===== src/rtl/tt_mux_ctrl_pkg.sv =====
// tt_mux_ctrl_pkg: shared state encoding and defaults for the mux select sequencer.
// Rev 1.0
`default_nettype none

package tt_mux_ctrl_pkg;

  localparam int DEF_ADDR_W  = 10;
  localparam int DEF_RST_W   = 4;
  localparam int DEF_PULSE_W = 2;

  localparam logic REQ_BOOT = 1'b0;
  localparam logic REQ_USER = 1'b1;

  typedef enum logic [2:0] {
    S_IDLE      = 3'd0,
    S_DISABLE   = 3'd1,
    S_CHAIN_RST = 3'd2,
    S_INC_HI    = 3'd3,
    S_INC_LO    = 3'd4,
    S_ENABLE    = 3'd5
  } state_t;

  function automatic int max2(input int a, input int b);
    return (a > b) ? a : b;
  endfunction

endpackage

`default_nettype wire


===== src/rtl/tt_phase_timer.sv =====
// tt_phase_timer: loadable down-counter; expire marks the last cycle of a phase.
// Rev 1.0
`default_nettype none

module tt_phase_timer #(
  parameter int W = 3
) (
  input  logic         clk,
  input  logic         rst_n,
  input  logic         load,
  input  logic [W-1:0] len,
  output logic         expire
);

  logic [W-1:0] r_cnt;

  // Loaded on the edge entering a phase, so a phase of len cycles starts at len-1.
  always_ff @(posedge clk or negedge rst_n) begin
    if (!rst_n) begin
      r_cnt <= '0;
    end else if (load) begin
      r_cnt <= len - W'(1);
    end else if (r_cnt != '0) begin
      r_cnt <= r_cnt - W'(1);
    end
  end

  assign expire = (r_cnt == '0);

endmodule

`default_nettype wire


===== src/rtl/tt_mux_sel_sched.sv =====
// tt_mux_sel_sched: two-port arbiter driving the mux chain reset/increment/enable sequence.
// Rev 1.0
`default_nettype none

module tt_mux_sel_sched
  import tt_mux_ctrl_pkg::*;
#(
  parameter int ADDR_W  = DEF_ADDR_W,
  parameter int RST_W   = DEF_RST_W,
  parameter int PULSE_W = DEF_PULSE_W
) (
  input  logic              clk,
  input  logic              rst_n,
  input  logic              req0_valid,
  input  logic [ADDR_W-1:0] req0_addr,
  output logic              req0_ready,
  input  logic              req1_valid,
  input  logic [ADDR_W-1:0] req1_addr,
  output logic              req1_ready,
  output logic              busy,
  output logic              done,
  output logic              grant,
  output logic [ADDR_W-1:0] cur_addr,
  output logic              ctrl_sel_rst_n,
  output logic              ctrl_sel_inc,
  output logic              ctrl_ena
);

  localparam int TMR_W = $clog2(max2(RST_W, PULSE_W) + 1);

  state_t            r_state;
  state_t            w_next;
  logic [ADDR_W-1:0] r_target;
  logic [ADDR_W-1:0] r_cur_addr;
  logic [ADDR_W-1:0] w_req_addr;
  logic              r_full;
  logic              r_pos_known;
  logic              r_grant;
  logic              r_done;
  logic              r_inc;
  logic              r_sel_rst_n;
  logic              r_ena;
  logic              w_acc0;
  logic              w_acc1;
  logic              w_accept;
  logic              w_hit;
  logic              w_inc_path;
  logic              w_last_inc;
  logic              w_tmr_load;
  logic              w_tmr_exp;
  logic [TMR_W-1:0]  w_tmr_len;

  assign req0_ready = (r_state == S_IDLE);
  assign req1_ready = (r_state == S_IDLE) & ~req0_valid;
  assign w_acc0     = req0_valid & req0_ready;
  assign w_acc1     = req1_valid & req1_ready;
  assign w_accept   = w_acc0 | w_acc1;
  assign w_req_addr = w_acc0 ? req0_addr : req1_addr;

  assign w_hit      = r_pos_known & r_ena & (w_req_addr == r_cur_addr);
  assign w_inc_path = r_pos_known & (w_req_addr > r_cur_addr);
  // Target never exceeds the max address, so this increment cannot wrap.
  assign w_last_inc = ((r_cur_addr + ADDR_W'(1)) == r_target);

  // Every timed phase is entered through a state change, which reloads the timer.
  assign w_tmr_load = (w_next != r_state);
  assign w_tmr_len  = (w_next == S_CHAIN_RST) ? TMR_W'(RST_W) : TMR_W'(PULSE_W);

  tt_phase_timer #(
    .W (TMR_W)
  ) u_timer (
    .clk    (clk),
    .rst_n  (rst_n),
    .load   (w_tmr_load),
    .len    (w_tmr_len),
    .expire (w_tmr_exp)
  );

  always_comb begin
    w_next = r_state;
    case (r_state)
      S_IDLE:      if (w_accept) w_next = w_hit ? S_ENABLE : S_DISABLE;
      S_DISABLE:   w_next = r_full ? S_CHAIN_RST : S_INC_HI;
      S_CHAIN_RST: if (w_tmr_exp) w_next = (r_target == '0) ? S_ENABLE : S_INC_HI;
      S_INC_HI:    if (w_tmr_exp) w_next = S_INC_LO;
      S_INC_LO:    if (w_tmr_exp) w_next = w_last_inc ? S_ENABLE : S_INC_HI;
      S_ENABLE:    w_next = S_IDLE;
      default:     w_next = S_IDLE;
    endcase
  end

  always_ff @(posedge clk or negedge rst_n) begin
    if (!rst_n) begin
      r_state     <= S_IDLE;
      r_target    <= '0;
      r_cur_addr  <= '0;
      r_full      <= 1'b0;
      r_pos_known <= 1'b0;
      r_grant     <= REQ_BOOT;
      r_done      <= 1'b0;
      r_inc       <= 1'b0;
      r_sel_rst_n <= 1'b0;
      r_ena       <= 1'b0;
    end else begin
      r_state <= w_next;
      // Outputs decode the next state so they line up with the state they describe.
      r_done  <= (w_next == S_ENABLE);
      r_inc   <= (w_next == S_INC_HI);

      if (w_next == S_CHAIN_RST) begin
        r_sel_rst_n <= 1'b0;
      end else if (r_state == S_CHAIN_RST) begin
        r_sel_rst_n <= 1'b1;
      end

      if (w_next == S_ENABLE) begin
        r_ena <= 1'b1;
      end else if (r_state == S_DISABLE) begin
        r_ena <= 1'b0;
      end

      if ((r_state == S_IDLE) && w_accept) begin
        r_target <= w_req_addr;
        r_grant  <= w_acc0 ? REQ_BOOT : REQ_USER;
        r_full   <= ~(w_hit | w_inc_path);
      end

      if ((r_state == S_CHAIN_RST) && w_tmr_exp) begin
        r_cur_addr  <= '0;
        r_pos_known <= 1'b1;
      end else if ((r_state == S_INC_LO) && w_tmr_exp) begin
        r_cur_addr <= r_cur_addr + ADDR_W'(1);
      end
    end
  end

  assign busy           = (r_state != S_IDLE);
  assign done           = r_done;
  assign grant          = r_grant;
  assign cur_addr       = r_cur_addr;
  assign ctrl_sel_rst_n = r_sel_rst_n;
  assign ctrl_sel_inc   = r_inc;
  assign ctrl_ena       = r_ena;

endmodule

`default_nettype wire


===== config.mk =====
export PLATFORM = sky130hd
export DESIGN_NAME = tt_mux_sel_sched
export DESIGN_NICKNAME = d
export VERILOG_FILES = /design/src/rtl/tt_mux_ctrl_pkg.sv /design/src/rtl/tt_phase_timer.sv /design/src/rtl/tt_mux_sel_sched.sv
export SDC_FILE = /design/constraint.sdc
export NUM_CORES = 1
export LEC_CHECK = 0
export BUFFER_PORTS_ARGS = -buffer_cell sky130_fd_sc_hd__buf_2
export CAP_MARGIN = 20
export CELL_PAD_IN_SITES_DETAIL_PLACEMENT = 1
export CELL_PAD_IN_SITES_GLOBAL_PLACEMENT = 2
export CORE_ASPECT_RATIO = 0.8
export CORE_UTILIZATION = 28
export CTS_CLUSTER_DIAMETER = 60
export CTS_CLUSTER_SIZE = 28
export DETAILED_ROUTE_END_ITERATION = 16
export GPL_TIMING_DRIVEN = 0
export PLACE_DENSITY = 0.74
export REMOVE_ABC_BUFFERS = 1
export SETUP_SLACK_MARGIN = 0.4
export SLEW_MARGIN = 25
export SYNTH_ARGS = -nofsm -noshare
export SYNTH_HDL_FRONTEND = slang
export SYNTH_SLANG_ARGS = --single-unit
export TNS_END_PERCENT = 20

===== constraint.sdc =====
create_clock -name clk -period 2.8 [get_ports clk]
set_input_delay 0.42 -clock clk [delete_from_list [all_inputs] [get_ports clk]]
set_output_delay 0.42 -clock clk [all_outputs]
set_load 0.01 [all_outputs]

Word level (Yosys, flattened, before mapping)
Index checks and enable logic that the tools add are counted.
{"block": "word_totals", "regBits": 33, "word_cells": 67}
{"block": "classes", "addsub": 3, "order_cmp": 1, "eq_ne": 10, "n_mux": 20, "bitwise": 10, "n_reduce_logical": 12}
{"cell": "$mux W10", "n": 3}
{"cell": "$mux W3", "n": 10}
{"cell": "$eq A10 B10 Y1", "n": 2}
{"cell": "$pmux W3 S5", "n": 1}
{"cell": "$eq A3 B2 Y1 const B", "n": 4}
{"cell": "$add A10 B1 Y10 const B", "n": 1}
{"cell": "$gt A10 B10 Y1", "n": 1}
{"cell": "$logic_not A10 Y1", "n": 1}
{"cell": "$reduce_bool A2 Y1", "n": 4}
{"cell": "$and A1 B1 Y1", "n": 6}
{"cell": "$eq A3 B3 Y1 const B", "n": 2}
{"cell": "$logic_not A3 Y1", "n": 2}
{"cell": "$mux W1", "n": 6}
{"cell": "$reduce_bool A3 Y1", "n": 2}
{"cell": "$sub A3 B1 Y3 const B", "n": 2}
{"cell": "$eq A3 B1 Y1 const B", "n": 1}
{"cell": "$logic_and A1 B1 Y1", "n": 3}
{"cell": "$ne A3 B3 Y1", "n": 1}
{"cell": "$not A1 Y1", "n": 2}
{"cell": "$or A1 B1 Y1", "n": 2}

Logic depth before layout (Yosys ltp)
Gate-level depths: netlist (run 1).
{"block": "logic_depth", "depth_word": 12, "mapped_depth": 11}

Cells and area by module
A second synthesis (run 1) with hierarchy kept.
{"block": "unflattened", "cells_unflattened": 262, "area_unflattened_um2": 2328.5}
{"module": "tt_mux_sel_sched", "instances": 1, "cells_each": 243, "area_each_um2": 2154.6, "seq_area_each_um2": 750.7}
{"module": "tt_phase_timer", "instances": 1, "cells_each": 19, "area_each_um2": 173.9, "seq_area_each_um2": 75.1}

Least setup slack after synthesis (run 1)
Ideal clock, no wire load.
{"block": "synth_timing", "path_type": "register -> register", "startpoint": "register r_state[0]", "endpoint": "register r_state[2]", "setup_ns": 0.072, "arrival_time_ns": 2.792, "setup_slack_ns": -0.064, "stages_incl_launch_ff": 12, "path_buffers": 1, "cell_sequence": "dfrtp_1 -> nor3_1 -> and2_1 -> buf_2 -> mux2_2 -> ha_1 -> nand4_1 -> nor3_1 -> and4_1 -> o21bai_1 -> o21ai_0 -> nor2_1"}
{"block": "synth_between", "elab_chain_cells": 8, "word_cells_on_any_way": 15}
{"item": "from (decl)", "line": "tt_mux_sel_sched.sv:31", "rtl": "state_t r_state;"}
{"item": "from (signal assigned)", "line": "tt_mux_sel_sched.sv:105", "rtl": "r_state <= w_next;"}
{"item": "$logic_not A3 Y1", "line": "tt_mux_sel_sched.sv:53", "rtl": "assign req0_ready = (r_state == S_IDLE);"}
{"item": "named net req0_ready", "line": "tt_mux_sel_sched.sv:16", "rtl": "output logic req0_ready,"}
{"item": "$and A1 B1 Y1", "line": "tt_mux_sel_sched.sv:55", "rtl": "assign w_acc0 = req0_valid & req0_ready;"}
{"item": "$mux W10", "line": "tt_mux_sel_sched.sv:58", "rtl": "assign w_req_addr = w_acc0 ? req0_addr : req1_addr;"}
{"item": "named net w_req_addr[7]", "line": "tt_mux_sel_sched.sv:35", "rtl": "logic [ADDR_W-1:0] w_req_addr;"}
{"item": "$eq A10 B10 Y1", "line": "tt_mux_sel_sched.sv:60", "rtl": "assign w_hit = r_pos_known & r_ena & (w_req_addr == r_cur_addr);"}
{"item": "$and A1 B1 Y1", "line": "tt_mux_sel_sched.sv:60"}
{"item": "$mux W3 (2 in series)", "line": "tt_mux_sel_sched.sv:82", "rtl": "S_IDLE: if (w_accept) w_next = w_hit ? S_ENABLE : S_DISABLE;"}
{"item": "$pmux W3 S5", "line": "tt_mux_sel_sched.sv:81", "rtl": "case (r_state)"}
{"item": "named net w_next[2]", "line": "tt_mux_sel_sched.sv:32", "rtl": "state_t w_next;"}
The timed path passes the listed nets, and every way through them passes these cells.
A chain may end at the register's enable or synchronous reset.

Worst setup path after layout (run 1)
{"block": "layout_timing", "startpoint": "register r_state[2]", "endpoint": "register r_full"}
{"block": "layout_between", "elab_chain_cells": 7, "word_cells_on_any_way": 13}
{"item": "$logic_not A3 Y1 (*)", "line": "tt_mux_sel_sched.sv:53"}
{"item": "$and A1 B1 Y1 (*)", "line": "tt_mux_sel_sched.sv:55"}
{"item": "$mux W10 (*)", "line": "tt_mux_sel_sched.sv:58"}
{"item": "named net w_req_addr[4]", "line": "tt_mux_sel_sched.sv:35"}
{"item": "$gt A10 B10 Y1 / $eq A10 B10 Y1 (equally long branches)", "line": "tt_mux_sel_sched.sv:61, tt_mux_sel_sched.sv:60"}
{"item": "$and A1 B1 Y1, on equally long branches", "line": "tt_mux_sel_sched.sv:61, tt_mux_sel_sched.sv:60"}
{"item": "$or A1 B1 Y1 (*)", "line": "tt_mux_sel_sched.sv:125", "rtl": "r_full <= ~(w_hit | w_inc_path);"}
{"item": "$not A1 Y1 (*)", "line": "tt_mux_sel_sched.sv:125"}
{"item": "to (signal assigned)", "line": "tt_mux_sel_sched.sv:125"}
{"item": "to (decl)", "line": "tt_mux_sel_sched.sv:36", "rtl": "logic r_full;"}
The timed path passes the listed nets; every way through them passes the cells marked *.

==> reports/summary.txt, run 1 <==
Status -> finished, final reports clean
Final setup vio count -> 0
WL met2 -> 3.02 mm
Nets@finish -> 326
Area grow syn2layout -> 29.1%
Row Count -> 29
CTS tree -> yes
Fillers -> 932
Synthesis Warnings -> 0
Post-Syn Area per Cell -> 9.35 sq um
Placer's final routability congestion estimate -> 0.747
I/O pin cnt -> 42
First-pass GRT wire length -> 11.7 mm
Routed Antenna Nets -> 0
Crit path max fanout -> 5
Ys flop type -> dfrtp_1
GRT Total Usage -> 18.7%
CP required -> 2.98 ns
Max Clk Rate -> 0.384 GHz
Vias/cell -> 5.16
Core area -> 7910 sq um
Die Footprint -> 8510 sq um
Slew of the pin with the lowest slew margin -> 0.786 ns
Wirelength per Cell -> 17.7 microns
Longest Clk Path Bufs -> 2
Layout cells sized above 1 -> 37.1%
Clock latency on the worst-skew pair -> 0.30 ns
DR top layer -> met4
Final wirelength -> 7.05 mm
Initial Utilization -> 28.8%
Root Driver -> clkbuf_8
# H-tree levels -> 2
Routed metal-1 wirelength -> 3.51 mm
Total grt overflow -> 0
Post-DP Area -> 2540 sq um
Post-CTS Hold Fix Bufs -> 0
Router iterations before antenna repair -> 4
Largest net degree at the start of global routing -> 34
Chip height -> 82.7 microns
Final critical-path share of the clock period -> 93.0%
Design area -> 2950 sq um
PD cells -> 349 nW/um^2
Via count -> 2059
Sequential Power Share -> 46.4%
Final instance count without filler cells -> 399
Tightest Hold Check Type -> primary input to asynchronous set/reset pin
Pint -> 0.801 mW
Switch share -> 22.0%
Multi-input combinational cell area -> 1520 sq um
Reg clk slew, reported paths -> 0.07 ns
Clock skew -> 0.00727 ns
Post-layout util -> 37.2%
Min cycle time layout -> 2.61 ns
Initial antenna violation count -> 0
Overall Power -> 1.03 mW
Most frequent cells in the layout -> buf_2, dfrtp_1, nor2_1, nand2_1, o21ai_0
Synth unique cells -> 54
Flops & latches, synth -> 33
Placed cells -> 378
Leak pwr -> 1.34 nW
Final WS setup -> 0.195 ns
Clock power frac -> 47.1%
Die span in x -> 103 microns
Psw -> 0.226 mW
Worst Setup End Kind -> flip-flop
Hold Vio Cnt, Final -> 0
Register Area -> 830 sq um
Initial DRC Count -> 129
Type of origin of the critical path -> flip-flop
Cts bufs inserted -> 5
Register area share after synthesis -> 36.2%
Clock net sink count -> 33
Syn Inst Count -> 244
RSZ-0062 raised after global routing -> yes
Metal3 WL -> 424 microns
Vias in the first global route -> 2179
Post-DP HPWL -> 4.87 mm
Syn Std Cell Area -> 2280 sq um
Crit path DAT -> 2.78 ns
CP Class -> flip-flop to flip-flop
DRC Markers -> 0
Most common cell after layout, fill and taps aside -> buf_2
Max Cap Viol -> 0
I/O Buffers -> 41
# diodes -> 0
Hold WS -> 0.197 ns
EDFF count, synth -> 0
Logic pwr share -> 6.5%
Async S/R FF share, synth -> 100%
Setup TNS -> 0 ns
Max Slew Vio Count -> 0
Relative slew slack -> 47.3%
Pre-CTS setup slack -> -0.769 ns
VDD IR-drop max -> 0.000166 V
[final cells by class]
cell class | instances | share of cell area [%]
Multi-Input combinational cell | 186 | 51.6
Sequential cell | 33 | 28.2
Timing Repair Buffer | 53 | 10.3
Tap cell | 108 | 4.59
Clock buffer | 7 | 2.93
Inverter | 11 | 1.40
Clock inverter | 1 | 1.02
[flip-flops by register name, summed over array words and instances, names as in the netlist]
| register | flops |
|---|---|
| cur_addr | 10 |
| r_target | 10 |
| r_state | 3 |
| u_timer.r_cnt | 3 |
| ctrl_ena | 1 |
| ctrl_sel_inc | 1 |
| ctrl_sel_rst_n | 1 |
| done | 1 |
| grant | 1 |
| r_full | 1 |
| r_pos_known | 1 |
[critical path, stage by stage (launching register included)]
cell and delay [ns]:
dfrtp_2 0.42, nor3_4 0.23, buf_6 0.14, and2_4 0.19, mux2_4 0.33, ha_4 0.27, nand4_1 0.14, buf_4 0.17
or2_4 0.22, a31oi_2 0.14, o311a_1 0.18, a21oi_2 0.05
[layer usage]
layer | vias to the layer above | global-route usage (%)
li1 | 981 | -
met1 | 1011 | 26.7
met2 | 59 | 28.5
met3 | 8 | 3.37
met4 | 0 | 6.06
met5 | - | 0
[final timing paths]
path,from,slack (ns),cells past startpoint,end
max in group asynchronous,rst_n,2.05,1,r_state[1]
hold / removal,rst_n,0.20,1,r_target[0]
setup reg to reg,r_state[2],0.19,11,r_full
setup / recovery,r_state[2],0.19,11,r_full
hold reg to reg,r_pos_known,0.50,1,r_pos_known
min in group clk,req1_valid,0.37,3,grant
[Yosys cell counts (5+ instances only)]
cell type  count  area, sq um
a21oi_1       15         75.1
buf_2          5         25.0
clkbuf_1       7         26.3
dfrtp_1       33          826
ha_1          12          150
inv_1         11         41.3
mux2_2        18          203
nand2_1       16         60.1
nand3_1        7         35.0
nor2_1        19         71.3
o21ai_0       17         85.1
xnor2_1        9         78.8
[power by group through the flow]
stage          Combinational [mW]  Clock [mW]  Sequential (mW)
5_1_grt                    0.0757       0.517            0.476
3_5_place_dp               0.0506           0            0.486
4_1_cts                    0.0628       0.492            0.476
3_3_place_gp               0.0484           0            0.486
6_report                   0.0672       0.484            0.476
2_1_floorplan              0.0189           0            0.486
[cell families (layout without fill, tap and decap cells)]
| logic type | count (synthesis) | after routing | share of synthesized area, % |
|---|---|---|---|
| fa+ha+maj | 13 | 13 | 7.02 |
| simple gates | 81 | 82 | 20.4 |
| flops | 33 | 33 | 36.2 |
| xor+xnor | 13 | 13 | 4.99 |
| buf+inv | 26 | 72 | 5.38 |
| mux | 21 | 21 | 10.2 |
| compound gates | 57 | 57 | 15.9 |
[what timing repair did]
item                                    in CTS  in global routing
resized for setup                           31                  7
buffers inserted                            10                  2
endpoints found under the setup margin      15                 13
cloned                                       1                  0
pin swaps                                   16                  7
(Power assumes the default switching activity.)
==> inputs of run 2 (changes only) <==
--- a/config.mk
+++ b/config.mk
@@ -16,6 +16,7 @@
 export DETAILED_ROUTE_END_ITERATION = 16
 export GPL_TIMING_DRIVEN = 0
 export PLACE_DENSITY = 0.74
+export RECOVER_POWER = 100
 export REMOVE_ABC_BUFFERS = 1
 export SETUP_SLACK_MARGIN = 0.4
 export SLEW_MARGIN = 25
==> reports/summary.txt, run 2 (synthesized netlist as in run 1, its figures left out) <==
Max Slew Vio Count -> 34
Post-layout util -> 36.8%
Relative slew slack -> -26.4%
Type of origin of the critical path -> flip-flop
I/O pin cnt -> 42
DRC Markers -> 0
# diodes -> 0
RSZ-0062 raised after global routing -> yes
Routed Antenna Nets -> 0
Layout cells sized above 1 -> 30.2%
Pint -> 0.801 mW
Most common cell after layout, fill and taps aside -> dfrtp_1
Overall Power -> 1.03 mW
Nets@finish -> 326
Clock power frac -> 47.1%
Sequential Power Share -> 46.4%
Clock skew -> 0.00742 ns
Router iterations before antenna repair -> 4
Via count -> 2059
Vias in the first global route -> 2179
Clock net sink count -> 33
Core area -> 7910 sq um
Worst Setup End Kind -> flip-flop
Final critical-path share of the clock period -> 93.0%
First-pass GRT wire length -> 11.7 mm
Largest net degree at the start of global routing -> 34
Slew of the pin with the lowest slew margin -> 1.90 ns
Total grt overflow -> 0
Status -> finished with violations
I/O Buffers -> 41
Die span in x -> 103 microns
Final wirelength -> 7.06 mm
Max Clk Rate -> 0.384 GHz
Longest Clk Path Bufs -> 2
Post-DP HPWL -> 4.87 mm
Max Cap Viol -> 1
# H-tree levels -> 2
Switch share -> 22.0%
Final setup vio count -> 0
Wirelength per Cell -> 17.7 microns
Multi-input combinational cell area -> 1510 sq um
VDD IR-drop max -> 0.000166 V
Initial antenna violation count -> 0
Placed cells -> 378
Row Count -> 29
Die Footprint -> 8510 sq um
Logic pwr share -> 6.5%
PD cells -> 353 nW/um^2
Hold Vio Cnt, Final -> 0
Tightest Hold Check Type -> primary input to flip-flop
Design area -> 2910 sq um
Cts bufs inserted -> 5
CP Class -> flip-flop to flip-flop
CP required -> 2.98 ns
Area grow syn2layout -> 27.6%
Psw -> 0.226 mW
Post-DP Area -> 2540 sq um
Leak pwr -> 1.27 nW
Initial Utilization -> 28.8%
Post-CTS Hold Fix Bufs -> 0
Min cycle time layout -> 2.61 ns
Failing checks -> max-capacitance violations, max-slew violations
Crit path max fanout -> 5
Placer's final routability congestion estimate -> 0.747
Clock latency on the worst-skew pair -> 0.30 ns
Min-Delay Path Depth -> 3
Initial DRC Count -> 150
Chip height -> 82.7 microns
Fillers -> 937
Vias/cell -> 5.16
Crit path DAT -> 2.78 ns
Root Driver -> clkbuf_8
Reg clk slew, reported paths -> 0.07 ns
Register Area -> 830 sq um
Hold WS -> 0.376 ns
Most frequent cells in the layout -> dfrtp_1, buf_2, clkbuf_1, nor2_1
Final instance count without filler cells -> 399
CTS tree -> yes
Reg2reg path depth -> 11
GRT Total Usage -> 18.7%
## run 2: changes by cell type in the layout (fill, tap and decap cells not counted)
| cell | delta |
|---|---|
| o21ai_1 | -1 |
| buf_4 | -1 |
| clkbuf_1 | +19 |
| o32ai_2 | -1 |
| o32ai_1 | +1 |
| o21ai_0 | +1 |
| buf_2 | -18 |
## run 2: metal layers
| layer | routed length, microns | up-vias | GRT usage (%) |
|---|---|---|---|
| met5 | 0 | - | 0 |
| met4 | 87 | 0 | 6.06 |
| met3 | 367 | 7 | 3.37 |
| met2 | 3020 | 54 | 28.5 |
| met1 | 3590 | 1015 | 26.7 |
| li1 | - | 983 | - |
## run 2: final timing paths
kind | from | endpoint | slack [ns]
hold reg to reg | r_pos_known | r_pos_known | 0.50
setup / recovery | r_state[2] | r_full | 0.19
min in group asynchronous | rst_n | r_target[0] | 0.63
max in group asynchronous | rst_n | r_state[1] | 0.93
setup reg to reg | r_state[2] | r_full | 0.19
hold / removal | req1_valid | grant | 0.38
## run 2: what timing repair did
| item | 4_1_cts | 5_1_grt |
|---|---|---|
| setup endpoints to repair | 15 | 13 |
| pin swaps | 16 | 7 |
| gates resized for setup | 31 | 7 |
| cloned | 1 | 0 |
| setup buffers | 10 | 2 |
| hold endpoints to repair | 0 | 0 |
## run 2: critical path, cell delays in order (launching register included)
cell and delay (ns):
dfrtp_2 0.42, nor3_4 0.23, buf_6 0.14, and2_4 0.19, mux2_4 0.33, ha_4 0.27, nand4_1 0.14, buf_4 0.17
or2_4 0.22, a31oi_2 0.14, o311a_1 0.18, a21oi_2 0.05
## run 2: cell type report
| class | instances | area share (%) |
|---|---|---|
| clock inverters | 1 | 1.03 |
| flip-flops and latches | 33 | 28.5 |
| well taps | 108 | 4.64 |
| multi-input cells | 186 | 52.0 |
| repair buffers | 53 | 9.50 |
| clock buffers | 7 | 2.97 |
| inverters | 11 | 1.42 |
## run 2: through the flow
step / setup WS (ns) / TNS (ns)
floorplan: -0.215 / -0.597
CTS: 0.233 / 0
detailed placement: -0.769 / -2.80
finish: 0.195 / 0
global route: 0.0679 / 0
global placement: -0.643 / -2.29
## run 2: power by group through the flow
stage | clock (mW) | sequential [mW] | combinational [mW]
after floorplan | 0 | 0.486 | 0.0189
after global placement | 0 | 0.486 | 0.0484
after detailed placement | 0 | 0.486 | 0.0506
after CTS | 0.492 | 0.476 | 0.0628
after global routing | 0.517 | 0.476 | 0.0755
final | 0.483 | 0.476 | 0.0670
==> inputs of run 3 (changes only) <==
--- a/config.mk
+++ b/config.mk
@@ -19,7 +19,7 @@
 export RECOVER_POWER = 100
 export REMOVE_ABC_BUFFERS = 1
 export SETUP_SLACK_MARGIN = 0.4
-export SLEW_MARGIN = 25
+export SLEW_MARGIN = 15
 export SYNTH_ARGS = -nofsm -noshare
 export SYNTH_HDL_FRONTEND = slang
 export SYNTH_SLANG_ARGS = --single-unit
==> constraint.sdc (replaced) <==
create_clock -name clk -period 2.8 [get_ports clk]
set_input_delay 0.56 -clock clk [delete_from_list [all_inputs] [get_ports clk]]
set_output_delay 0.56 -clock clk [all_outputs]
set_load 0.01 [all_outputs]
==> reports/summary.txt, run 3 (synthesized netlist as in run 1, its figures left out) <==
Status -> finished with violations
Failing checks -> max-capacitance violations, max-slew violations
Register Area -> 830 sq um
I/O Buffers -> 41
Most common cell after layout, fill and taps aside -> dfrtp_1
RSZ-0062 raised after global routing -> yes
Post-DP Area -> 2540 sq um
WL met2 -> 3.02 mm
Die Footprint -> 8510 sq um
Clock latency on the worst-skew pair -> 0.30 ns
Chip height -> 82.7 microns
Post-DP HPWL -> 4.87 mm
Hold WS -> 0.500 ns
Worst Setup End Kind -> flip-flop
Largest net degree at the start of global routing -> 34
Placed cells -> 378
I/O pin cnt -> 42
Type of origin of the critical path -> flip-flop
PD cells -> 353 nW/um^2
Cts bufs inserted -> 5
VDD IR-drop max -> 0.000166 V
Placer's final routability congestion estimate -> 0.747
Initial antenna violation count -> 0
Row Count -> 29
Vias in the first global route -> 2179
Psw -> 0.226 mW
Reg clk slew, reported paths -> 0.07 ns
Root Driver -> clkbuf_8
CP required -> 2.98 ns
Max Cap Viol -> 1
Routed metal-1 wirelength -> 3.59 mm
Final setup vio count -> 0
Clock power frac -> 47.1%
Pint -> 0.801 mW
Wirelength per Cell -> 17.7 microns
Setup TNS -> 0 ns
Longest Clk Path Bufs -> 2
GRT Total Usage -> 18.7%
Nets@finish -> 326
Metal3 WL -> 367 microns
Crit path max fanout -> 5
Clock skew -> 0.00742 ns
Crit path DAT -> 2.78 ns
Area grow syn2layout -> 27.6%
Final wirelength -> 7.06 mm
Die span in x -> 103 microns
Design area -> 2910 sq um
DR top layer -> met4
Multi-input combinational cell area -> 1510 sq um
# diodes -> 0
First-pass GRT wire length -> 11.7 mm
CP Class -> flip-flop to flip-flop
# H-tree levels -> 2
Max Slew Vio Count -> 34
Routed Antenna Nets -> 0
Post-CTS Hold Fix Bufs -> 0
Tightest Hold Check Type -> flip-flop to flip-flop
Relative slew slack -> -26.4%
Total grt overflow -> 0
Slew of the pin with the lowest slew margin -> 1.90 ns
Vias/cell -> 5.16
Overall Power -> 1.03 mW
Final critical-path share of the clock period -> 93.0%
Final instance count without filler cells -> 399
Sequential Power Share -> 46.4%
Max Clk Rate -> 0.384 GHz
CTS tree -> yes
Initial Utilization -> 28.8%
Most frequent cells in the layout -> dfrtp_1, buf_2, clkbuf_1, nor2_1
Clock net sink count -> 33
Router iterations before antenna repair -> 4
Initial DRC Count -> 151
Fillers -> 937
Leak pwr -> 1.27 nW
DRC Markers -> 0
Via count -> 2059
Min cycle time layout -> 2.61 ns
Layout cells sized above 1 -> 29.9%
Logic pwr share -> 6.5%
Core area -> 7910 sq um
Hold Vio Cnt, Final -> 0
Switch share -> 22.0%
==> run 3: final cells by class <==
cell class                      instances  area share [%]
Clock inverter                          1            1.03
Multi-Input combinational cell        186            52.0
Inverter                               11            1.42
Tap cell                              108            4.64
Sequential cell                        33            28.5
Clock buffer                            7            2.97
Timing Repair Buffer                   53            9.46
==> run 3: path summary, 6_finish.rpt <==
check	to	startpoint	depth (start not counted)	slack, ns
hold / removal	r_pos_known	r_pos_known	1	0.50
min in group asynchronous	r_target[0]	rst_n	1	0.77
setup reg to reg	r_full	r_state[2]	11	0.19
setup / recovery	r_full	r_state[2]	11	0.19
hold reg to reg	r_pos_known	r_pos_known	1	0.50
max in group asynchronous	r_state[1]	rst_n	1	0.79
==> run 3: repair_timing <==
action,in CTS,in global routing
pin swaps,16,7
cloned,1,0
buffers inserted,10,2
setup endpoints to repair,15,13
resized for setup,31,7
==> run 3: per-stage QoR <==
step	util [%]	setup slack, ns
finish	36.8	0.195
global route	36.8	0.0679
CTS	36.5	0.233
floorplan	-	-0.215
detailed placement	32.2	-0.769
global placement	32.1	-0.643
==> run 3: layer usage <==
| metal | up-vias | track usage, % |
|---|---|---|
| met5 | - | 0 |
| met4 | 0 | 6.06 |
| met3 | 7 | 3.37 |
| met2 | 54 | 28.5 |
| met1 | 1015 | 26.7 |
| li1 | 983 | - |
==> run 3: worst max-delay path, stage by stage, from the launching register on <==
cell	delay [ns]
dfrtp_2	0.42
nor3_4	0.23
buf_6	0.14
and2_4	0.19
mux2_4	0.33
ha_4	0.27
nand4_1	0.14
buf_4	0.17
or2_4	0.22
a31oi_2	0.14
o311a_1	0.18
a21oi_2	0.05
==> run 3: power groups by stage <==
stage | clock network (mW) | logic (mW) | registers, mW
2_1_floorplan | 0 | 0.0189 | 0.486
3_3_place_gp | 0 | 0.0484 | 0.486
3_5_place_dp | 0 | 0.0506 | 0.486
4_1_cts | 0.492 | 0.0628 | 0.476
5_1_grt | 0.517 | 0.0755 | 0.476
6_report | 0.483 | 0.0670 | 0.476
